## src/rtl/ssb_tx_pkg.sv

```systemverilog
// ssb_tx_pkg: SSB grid constants, PSS/SSS m-sequences and mapper FSM states.
package ssb_tx_pkg;
   localparam int SSB_SC = 240;
   localparam int PSS_LEN = 127;
   localparam logic [7:0] PSS_START = 8'd56;
   localparam logic [8:0] N_ID_1_MAX = 9'd335;
   localparam logic [7:0] GAP0_LO = 8'd48;
   localparam logic [7:0] GAP0_HI = 8'd56;
   localparam logic [7:0] GAP1_LO = 8'd183;
   localparam logic [7:0] GAP1_HI = 8'd192;
   typedef enum logic [1:0] {ST_IDLE, ST_SETUP, ST_EMIT} state_t;
   function automatic logic [126:0] mseq(input logic [6:0] seed, input int tap);
      logic [126:0] x;
      x = {120'd0, seed};
      for (int i = 0; i < 120; i++) x[i+7] = x[i+tap] ^ x[i];
      return x;
   endfunction
   // bit i of each constant is x(i)
   localparam logic [126:0] X_PSS = mseq(7'b1110110, 4);
   localparam logic [126:0] X0_SSS = mseq(7'b0000001, 4);
   localparam logic [126:0] X1_SSS = mseq(7'b0000001, 1);
endpackage

```

## src/rtl/ssb_seq_gen.sv

```systemverilog
// ssb_seq_gen: mod-127 index counters yielding PSS and SSS sign bits (1 means d = -1).
module ssb_seq_gen
   import ssb_tx_pkg::*;
(
   input  logic       clk_i,
   input  logic       reset_ni,
   input  logic       load_i,
   input  logic       step_pss_i,
   input  logic       step_sss_i,
   input  logic [6:0] m_pss_i,
   input  logic [6:0] m0_i,
   input  logic [6:0] m1_i,
   output logic       pss_o,
   output logic       sss_o
);
   logic [6:0] i_pss, i0, i1;
   function automatic logic [6:0] inc127(input logic [6:0] v);
      return v == 7'd126 ? 7'd0 : v + 7'd1;
   endfunction
   always_ff @(posedge clk_i or negedge reset_ni) begin
      if (!reset_ni) begin
         i_pss <= '0;
         i0 <= '0;
         i1 <= '0;
      end else if (load_i) begin
         i_pss <= m_pss_i;
         i0 <= m0_i;
         i1 <= m1_i;
      end else begin
         if (step_pss_i) i_pss <= inc127(i_pss);
         if (step_sss_i) begin
            i0 <= inc127(i0);
            i1 <= inc127(i1);
         end
      end
   end
   assign pss_o = X_PSS[i_pss];
   assign sss_o = X0_SSS[i0] ^ X1_SSS[i1];
endmodule

```

## src/rtl/ssb_tx_mapper.sv

```systemverilog
// ssb_tx_mapper: SS/PBCH block RE generator; SSB_TX_PBCH_EN sources PBCH REs from s_axis_pbch, else they are zero.
module ssb_tx_mapper
   import ssb_tx_pkg::*;
#(
   parameter int IQ_DW = 16,
   parameter int FFT_LEN = 256,
   parameter int AMP = 8192
) (
   input  logic                 clk_i,
   input  logic                 reset_ni,
   input  logic                 start_i,
   input  logic [8:0]           N_id_1_i,
   input  logic [1:0]           N_id_2_i,
   output logic                 start_ready_o,
   output logic                 err_o,
   output logic                 busy_o,
   input  logic [2*IQ_DW-1:0]   s_axis_pbch_tdata,
   input  logic                 s_axis_pbch_tvalid,
   output logic                 s_axis_pbch_tready,
   output logic [2*IQ_DW-1:0]   m_axis_out_tdata,
   output logic [1:0]           m_axis_out_tuser,
   output logic                 m_axis_out_tlast,
   output logic                 m_axis_out_tvalid,
   input  logic                 m_axis_out_tready
);
   localparam int KW = $clog2(FFT_LEN);
   localparam logic [KW-1:0] OFF_K = KW'((FFT_LEN - SSB_SC) / 2);
   localparam logic [KW-1:0] END_K = KW'((FFT_LEN + SSB_SC) / 2);
   localparam logic [KW-1:0] KMAX = '1;
   localparam logic [IQ_DW-1:0] AMP_P = IQ_DW'(AMP);
   localparam logic [IQ_DW-1:0] AMP_N = IQ_DW'(-AMP);
   state_t st;
   logic [8:0] n1;
   logic [1:0] n2, l, q;
   logic [KW-1:0] k;
   logic [7:0] s;
   logic [6:0] m_pss, m0, m1;
   logic done, id_ok, in_ssb, in_sync, is_pss, is_sss, is_pbch, pbch_re, pbch_ok;
   logic walk, out_load, adv, pss_b, sss_b;
   logic [IQ_DW-1:0] sync_i;
   logic [2*IQ_DW-1:0] re;
   assign id_ok = N_id_2_i <= 2'd2 && N_id_1_i <= N_ID_1_MAX;
   assign start_ready_o = st == ST_IDLE;
   assign busy_o = st != ST_IDLE;
   // offsets derived with compares instead of a divider
   assign q = n1 >= 9'd224 ? 2'd2 : n1 >= 9'd112 ? 2'd1 : 2'd0;
   assign m_pss = n2 == 2'd2 ? 7'd86 : n2 == 2'd1 ? 7'd43 : 7'd0;
   assign m0 = (q == 2'd2 ? 7'd30 : q == 2'd1 ? 7'd15 : 7'd0) + (n2 == 2'd2 ? 7'd10 : n2 == 2'd1 ? 7'd5 : 7'd0);
   assign m1 = 7'(n1 - (q == 2'd2 ? 9'd224 : q == 2'd1 ? 9'd112 : 9'd0));
   assign in_ssb = k >= OFF_K && k < END_K;
   assign s = 8'(k - OFF_K);
   assign in_sync = s >= PSS_START && s < GAP1_LO;
   assign is_pss = in_ssb && l == 2'd0 && in_sync;
   assign is_sss = in_ssb && l == 2'd2 && in_sync;
   assign is_pbch = in_ssb && (l[0] || (l == 2'd2 && (s < GAP0_LO || s >= GAP1_HI)));
`ifdef SSB_TX_PBCH_EN
   assign pbch_re = is_pbch;
   assign pbch_ok = s_axis_pbch_tvalid;
`else
   logic unused_pbch;
   assign unused_pbch = s_axis_pbch_tvalid ^ is_pbch;
   assign pbch_re = 1'b0;
   assign pbch_ok = 1'b1;
`endif
   // SETUP also emits k=0, which always lies left of the SSB band
   assign walk = st == ST_SETUP || (st == ST_EMIT && !done);
   assign out_load = !m_axis_out_tvalid || m_axis_out_tready;
   assign adv = walk && out_load && (!pbch_re || pbch_ok);
   assign s_axis_pbch_tready = walk && pbch_re && out_load;
   assign sync_i = (is_pss ? pss_b : sss_b) ? AMP_N : AMP_P;
   assign re = pbch_re ? s_axis_pbch_tdata : (is_pss || is_sss) ? {{IQ_DW{1'b0}}, sync_i} : '0;
   ssb_seq_gen u_seq (
      .clk_i      (clk_i),
      .reset_ni   (reset_ni),
      .load_i     (st == ST_SETUP),
      .step_pss_i (adv && is_pss),
      .step_sss_i (adv && is_sss),
      .m_pss_i    (m_pss),
      .m0_i       (m0),
      .m1_i       (m1),
      .pss_o      (pss_b),
      .sss_o      (sss_b)
   );
   always_ff @(posedge clk_i or negedge reset_ni) begin
      if (!reset_ni) begin
         st <= ST_IDLE;
         n1 <= '0;
         n2 <= '0;
         l <= '0;
         k <= '0;
         done <= 1'b0;
         err_o <= 1'b0;
         m_axis_out_tvalid <= 1'b0;
         m_axis_out_tdata <= '0;
         m_axis_out_tuser <= '0;
         m_axis_out_tlast <= 1'b0;
      end else begin
         err_o <= st == ST_IDLE && start_i && !id_ok;
         if (st == ST_IDLE && start_i && id_ok) begin
            st <= ST_SETUP;
            n1 <= N_id_1_i;
            n2 <= N_id_2_i;
            l <= '0;
            k <= '0;
            done <= 1'b0;
         end
         if (st == ST_SETUP) st <= ST_EMIT;
         if (st == ST_EMIT && done && out_load) st <= ST_IDLE;
         if (out_load) m_axis_out_tvalid <= adv;
         if (adv) begin
            m_axis_out_tdata <= re;
            m_axis_out_tuser <= l;
            m_axis_out_tlast <= k == KMAX;
            k <= k + KW'(1);
            if (k == KMAX) begin
               l <= l + 2'd1;
               done <= l == 2'd3;
            end
         end
      end
   end
endmodule

```

## config.mk

```make
export PLATFORM = sky130hd
export DESIGN_NAME = ssb_tx_mapper
export DESIGN_NICKNAME = d
export VERILOG_FILES = /design/src/rtl/ssb_tx_pkg.sv /design/src/rtl/ssb_seq_gen.sv /design/src/rtl/ssb_tx_mapper.sv
export SDC_FILE = /design/constraint.sdc
export NUM_CORES = 1
export LEC_CHECK = 0
export CAP_MARGIN = 20
export CORE_MARGIN = 2
export CORE_UTILIZATION = 53
export CTS_CLUSTER_SIZE = 14
export DETAILED_ROUTE_END_ITERATION = 10
export GPL_ROUTABILITY_DRIVEN = 0
export PLACE_DENSITY_LB_ADDON = 0.2
export SYNTH_ARGS = -nofsm -noshare
export SYNTH_HDL_FRONTEND = slang
export SYNTH_HIERARCHICAL = 1
export SYNTH_SLANG_ARGS = --single-unit
```

## constraint.sdc

```tcl
create_clock -name clk_i -period 3.65 [get_ports clk_i]
set_input_delay 0.9125 -clock clk_i [delete_from_list [all_inputs] [get_ports clk_i]]
set_output_delay 0.9125 -clock clk_i [all_outputs]
set_load 0.05 [all_outputs]
```

==> results.tsv <==
stage	metric	value	unit
timing	max_slew headroom	53.5	%
layout	Nets	614	
critical_path	cell family with most CP delay	compound AO/OA/AOI/OAI gates	
power	Pwr Density	212	nW/um2
yosys	largest family of logic cells by synthesized area	compound AO/OA/AOI/OAI gates	
critical_path	Critical Path RT	3.83	ns
yosys	synth top area cells	dfrtp_1 29%, ha_1 10%, buf_4 5.5%	
grt	first-pass GRT wire length	15.1	mm
clock_tree	H-tree depth	2	
timing	worst hold slack	0.490	ns
power	register share of total power	57.2	%
timing	Max Fclk	341	MHz
yosys	register area share after synthesis	28.7	%
clock_tree	CTS tree	built	
yosys	Post-Synth Simple-Gate Area	17.1	%
grt	global routing usage on met3	2.64	%
layout	final core utilization	57.6	%
clock_tree	Clock Tree Buf Depth	2	
clock_tree	CTS Buf Count	5	
run_status	outcome	complete, no violations	
clock_tree	CTS Sinks	52	
power	Clock Power Share	33.0	%
route	Post-Route WL	8.73	mm
timing	minimum clock period	2.93	ns
route	vias per cell	5.59	
yosys	Synth area leader	dfrtp_1	
layout	area of the multi-input gates	2800	um2
power	combinational share of power	9.8	%
critical_path	CP Class	reg -> reg	
timing	RSZ-0062 raised after global routing	false	
clock_tree	post-cts sizing count	0	
yosys	most common flop cell mapped by yosys	dfrtp_1	
power	switching part of the total power	27.7	%
route	Pre-antenna DRT Iters	6	
critical_path	Max FO, Critical Path	17	
die	Initial Utilization	54.9	%
route	DR DRC count	0	
layout	fraction of layout cells with a size suffix above 1	10.4	%
yosys	YS warnings	6	
timing	Slew Limit Fails	0	
critical_path	CP Cell Sequence	inv_1, ha_1, o21ai_0, o2bb2ai_1, o31ai_1, nor3_1, buf_4, and3_1, nor2_1, o22ai_1, mux2_2	
yosys	register bit total from synthesis	52	
grt	antenna violations before repair	0	
timing	final period utilization	80.3	%
yosys	count leader, synth	dfrtp_1	
yosys	post-synthesis mux area share	9.56	%
timing	final setup skew	0.0132	ns
timing	Final TNS setup	0	ns
yosys	Synth Instances	518	
route	DR WL/cell	13.8	um
layout	Area Overhead vs Synth	4.92	%
power	P_leak	2.15	nW
yosys	Post-synth EDFFs	0	
critical_path	CP peak stage delay	0.56	ns
placed_design	DPL Wire Length	6.44	mm
placed_design	Port Buffers	24	
grt	total track usage	20.1	%
die	core area	8260	um2
yosys	Synth Area in Adders	11.1	%
grt	largest net degree at the start of global routing	43	
grt	grt ovf	0	
yosys	Compound-Gate Fraction of Synth Area	19.2	%
yosys	Synth cell types	71	
layout	flip-flop and latch area	1300	um2
die	Die Area	9300	um2
die	DIE HEIGHT	96.5	um
critical_path	CP startpoint kind	register	
yosys	Syn Area/Cell	8.75	um2
route	via count	3537	
critical_path	CP arrival	3.11	ns
clock_tree	hold_buf cts	0	
yosys	share of the synthesized area in the top cell type	28.7	%
route	Antenna Violating Nets Remaining	0	
timing	worst-margin pin slew	0.693	ns
clock_tree	Root Buffer	clkbuf_8	
critical_path	Bufs and invs on worst path	2	
yosys	fraction of registers with async set/reset	100	%
grt	met2 usage	33.8	%
die	Die X	96.5	um
timing	final setup violation count	0	
layout	Ant. Diodes	0	
grt	vias in the first global route	3325	
yosys	Post-Syn Area	4530	um2
route	Iter 0 DRT Violations	136	
power	Net Sw Power	0.000279	W
grt	layer with the highest usage	met2	
clock_tree	Worst-Skew Late Latency	0.30	ns
critical_path	CP Capture Type	register	
yosys	most common library cells after synthesis	52 x dfrtp_1, 51 x nand2_1, 38 x o21ai_0	
power	Internal Power	0.000727	W
clock_tree	Setup Buffers After CTS	0	
yosys	XOR/XNOR share of the synthesized area	2.32	%
min_path	Hold/Removal Path Class	reg -> reg	
grt	met1 capacity usage during global routing	28.2	%
layout	Filler cells	784	
critical_path	CP max stage cell	dfrtp_1	
power	Peak supply drop	0.262	mV
clock_tree	Worst-path clk slew	0.10	ns
job	max cap viols	0	
die	I/O Pins	88	
die	FP Rows	33	
timing	Final Hold Vio Count	0	
[registers in the layout, summed over array words and instances, names as in the netlist]
name	cells
u_seq/i_pss	7
m_axis_out_tvalid	1
err_o	1
n2	2
n1	9
k	8
m_axis_out_tdata	2
u_seq/i0	7
m_axis_out_tlast	1
l	2
st	2
done	1
u_seq/i1	7
m_axis_out_tuser	2
[layout make-up]
cell class	instances	area share, %
tap	105	2.76
clock inverter	3	0.447
inverter	37	2.92
sequential	52	27.4
multi-input combinational	400	59.0
clock buffer	5	1.45
timing repair buffer	31	6.05
[worst reg2reg max path, cell delays in order, from the launching register on]
cell and delay, ns:
dfrtp_1 0.56, inv_1 0.11, ha_1 0.34, o21ai_0 0.08
o2bb2ai_1 0.15, o31ai_1 0.55, nor3_1 0.15, buf_4 0.23
and3_1 0.19, nor2_1 0.08, o22ai_1 0.08, mux2_2 0.27
[worst paths after layout]
path	startpoint	to	slack (ns)	cells past startpoint
worst max-delay path	k[3]	u_seq/i0[2]	0.72	11
worst min-delay path	m_axis_out_tlast	m_axis_out_tlast	0.49	1
worst max register to register	k[3]	u_seq/i0[2]	0.72	11
worst min register to register	m_axis_out_tlast	m_axis_out_tlast	0.49	1
max in group asynchronous	reset_ni	u_seq/i0[0]	2.27	2
min in group asynchronous	reset_ni	k[0]	0.60	1
[cells in the final DEF, fill, tap and decap left out, types with 6 or more instances in the layout]
| master | Yosys | layout |
|---|---|---|
| dfrtp_1 | 52 | 52 |
| nand2_1 | 51 | 51 |
| o21ai_0 | 38 | 38 |
| ha_1 | 37 | 37 |
| a21oi_1 | 35 | 35 |
| inv_1 | 34 | 34 |
| conb_1 | 1 | 31 |
| nor2_1 | 24 | 24 |
| clkdlybuf4s50_1 | 0 | 23 |
| mux2_2 | 16 | 16 |
| nor3_1 | 12 | 12 |
| mux2i_1 | 11 | 11 |
| and3_1 | 9 | 9 |
| o21a_1 | 7 | 7 |
| nand3_1 | 7 | 7 |
| xnor2_1 | 7 | 7 |
| o22ai_1 | 7 | 7 |
| buf_4 | 33 | 7 |
| nand2b_1 | 6 | 6 |
| o31ai_1 | 6 | 6 |
[through the flow]
stage / setup slack, ns / std cells / total power (W) / area (um2)
floorplan: 1.05 / 548 / 0.000682 / 4640
global placement: 0.512 / 625 / 0.000686 / 4660
detailed placement: 0.473 / 625 / 0.000686 / 4660
CTS: 0.704 / 633 / 0.00102 / 4750
global route: 0.430 / 633 / 0.00105 / 4750
finish: 0.719 / 633 / 0.00101 / 4750
[metal layers]
metal	part of all wire (%)	vias up
met2	49	58
met4	0.48	0
met1	48	1689
met3	2.9	4
met5	0	-
li1	-	1786
[cells by family (layout without fill, tap and decap cells)]
group / Yosys count / count (layout)
AOI/OAI and AO/OA: 136 / 136
xor gates and xnor gates: 12 / 12
adders and majority gates: 39 / 39
buffers and inverters: 96 / 76
DFF: 52 / 52
muxes: 33 / 33
other: 1 / 31
and+or+nand+nor: 149 / 149
[power groups by stage]
stage / clock network, W / logic (W) / registers, W
after CTS: 0.000348 / 0.0000991 / 0.000576
after global placement: 0 / 0.0000989 / 0.000587
final: 0.000331 / 0.0000985 / 0.000576
after global routing: 0.000364 / 0.000106 / 0.000576
after detailed placement: 0 / 0.0000990 / 0.000587
after floorplan: 0 / 0.0000949 / 0.000587
Power figures use the tool's default switching activity.
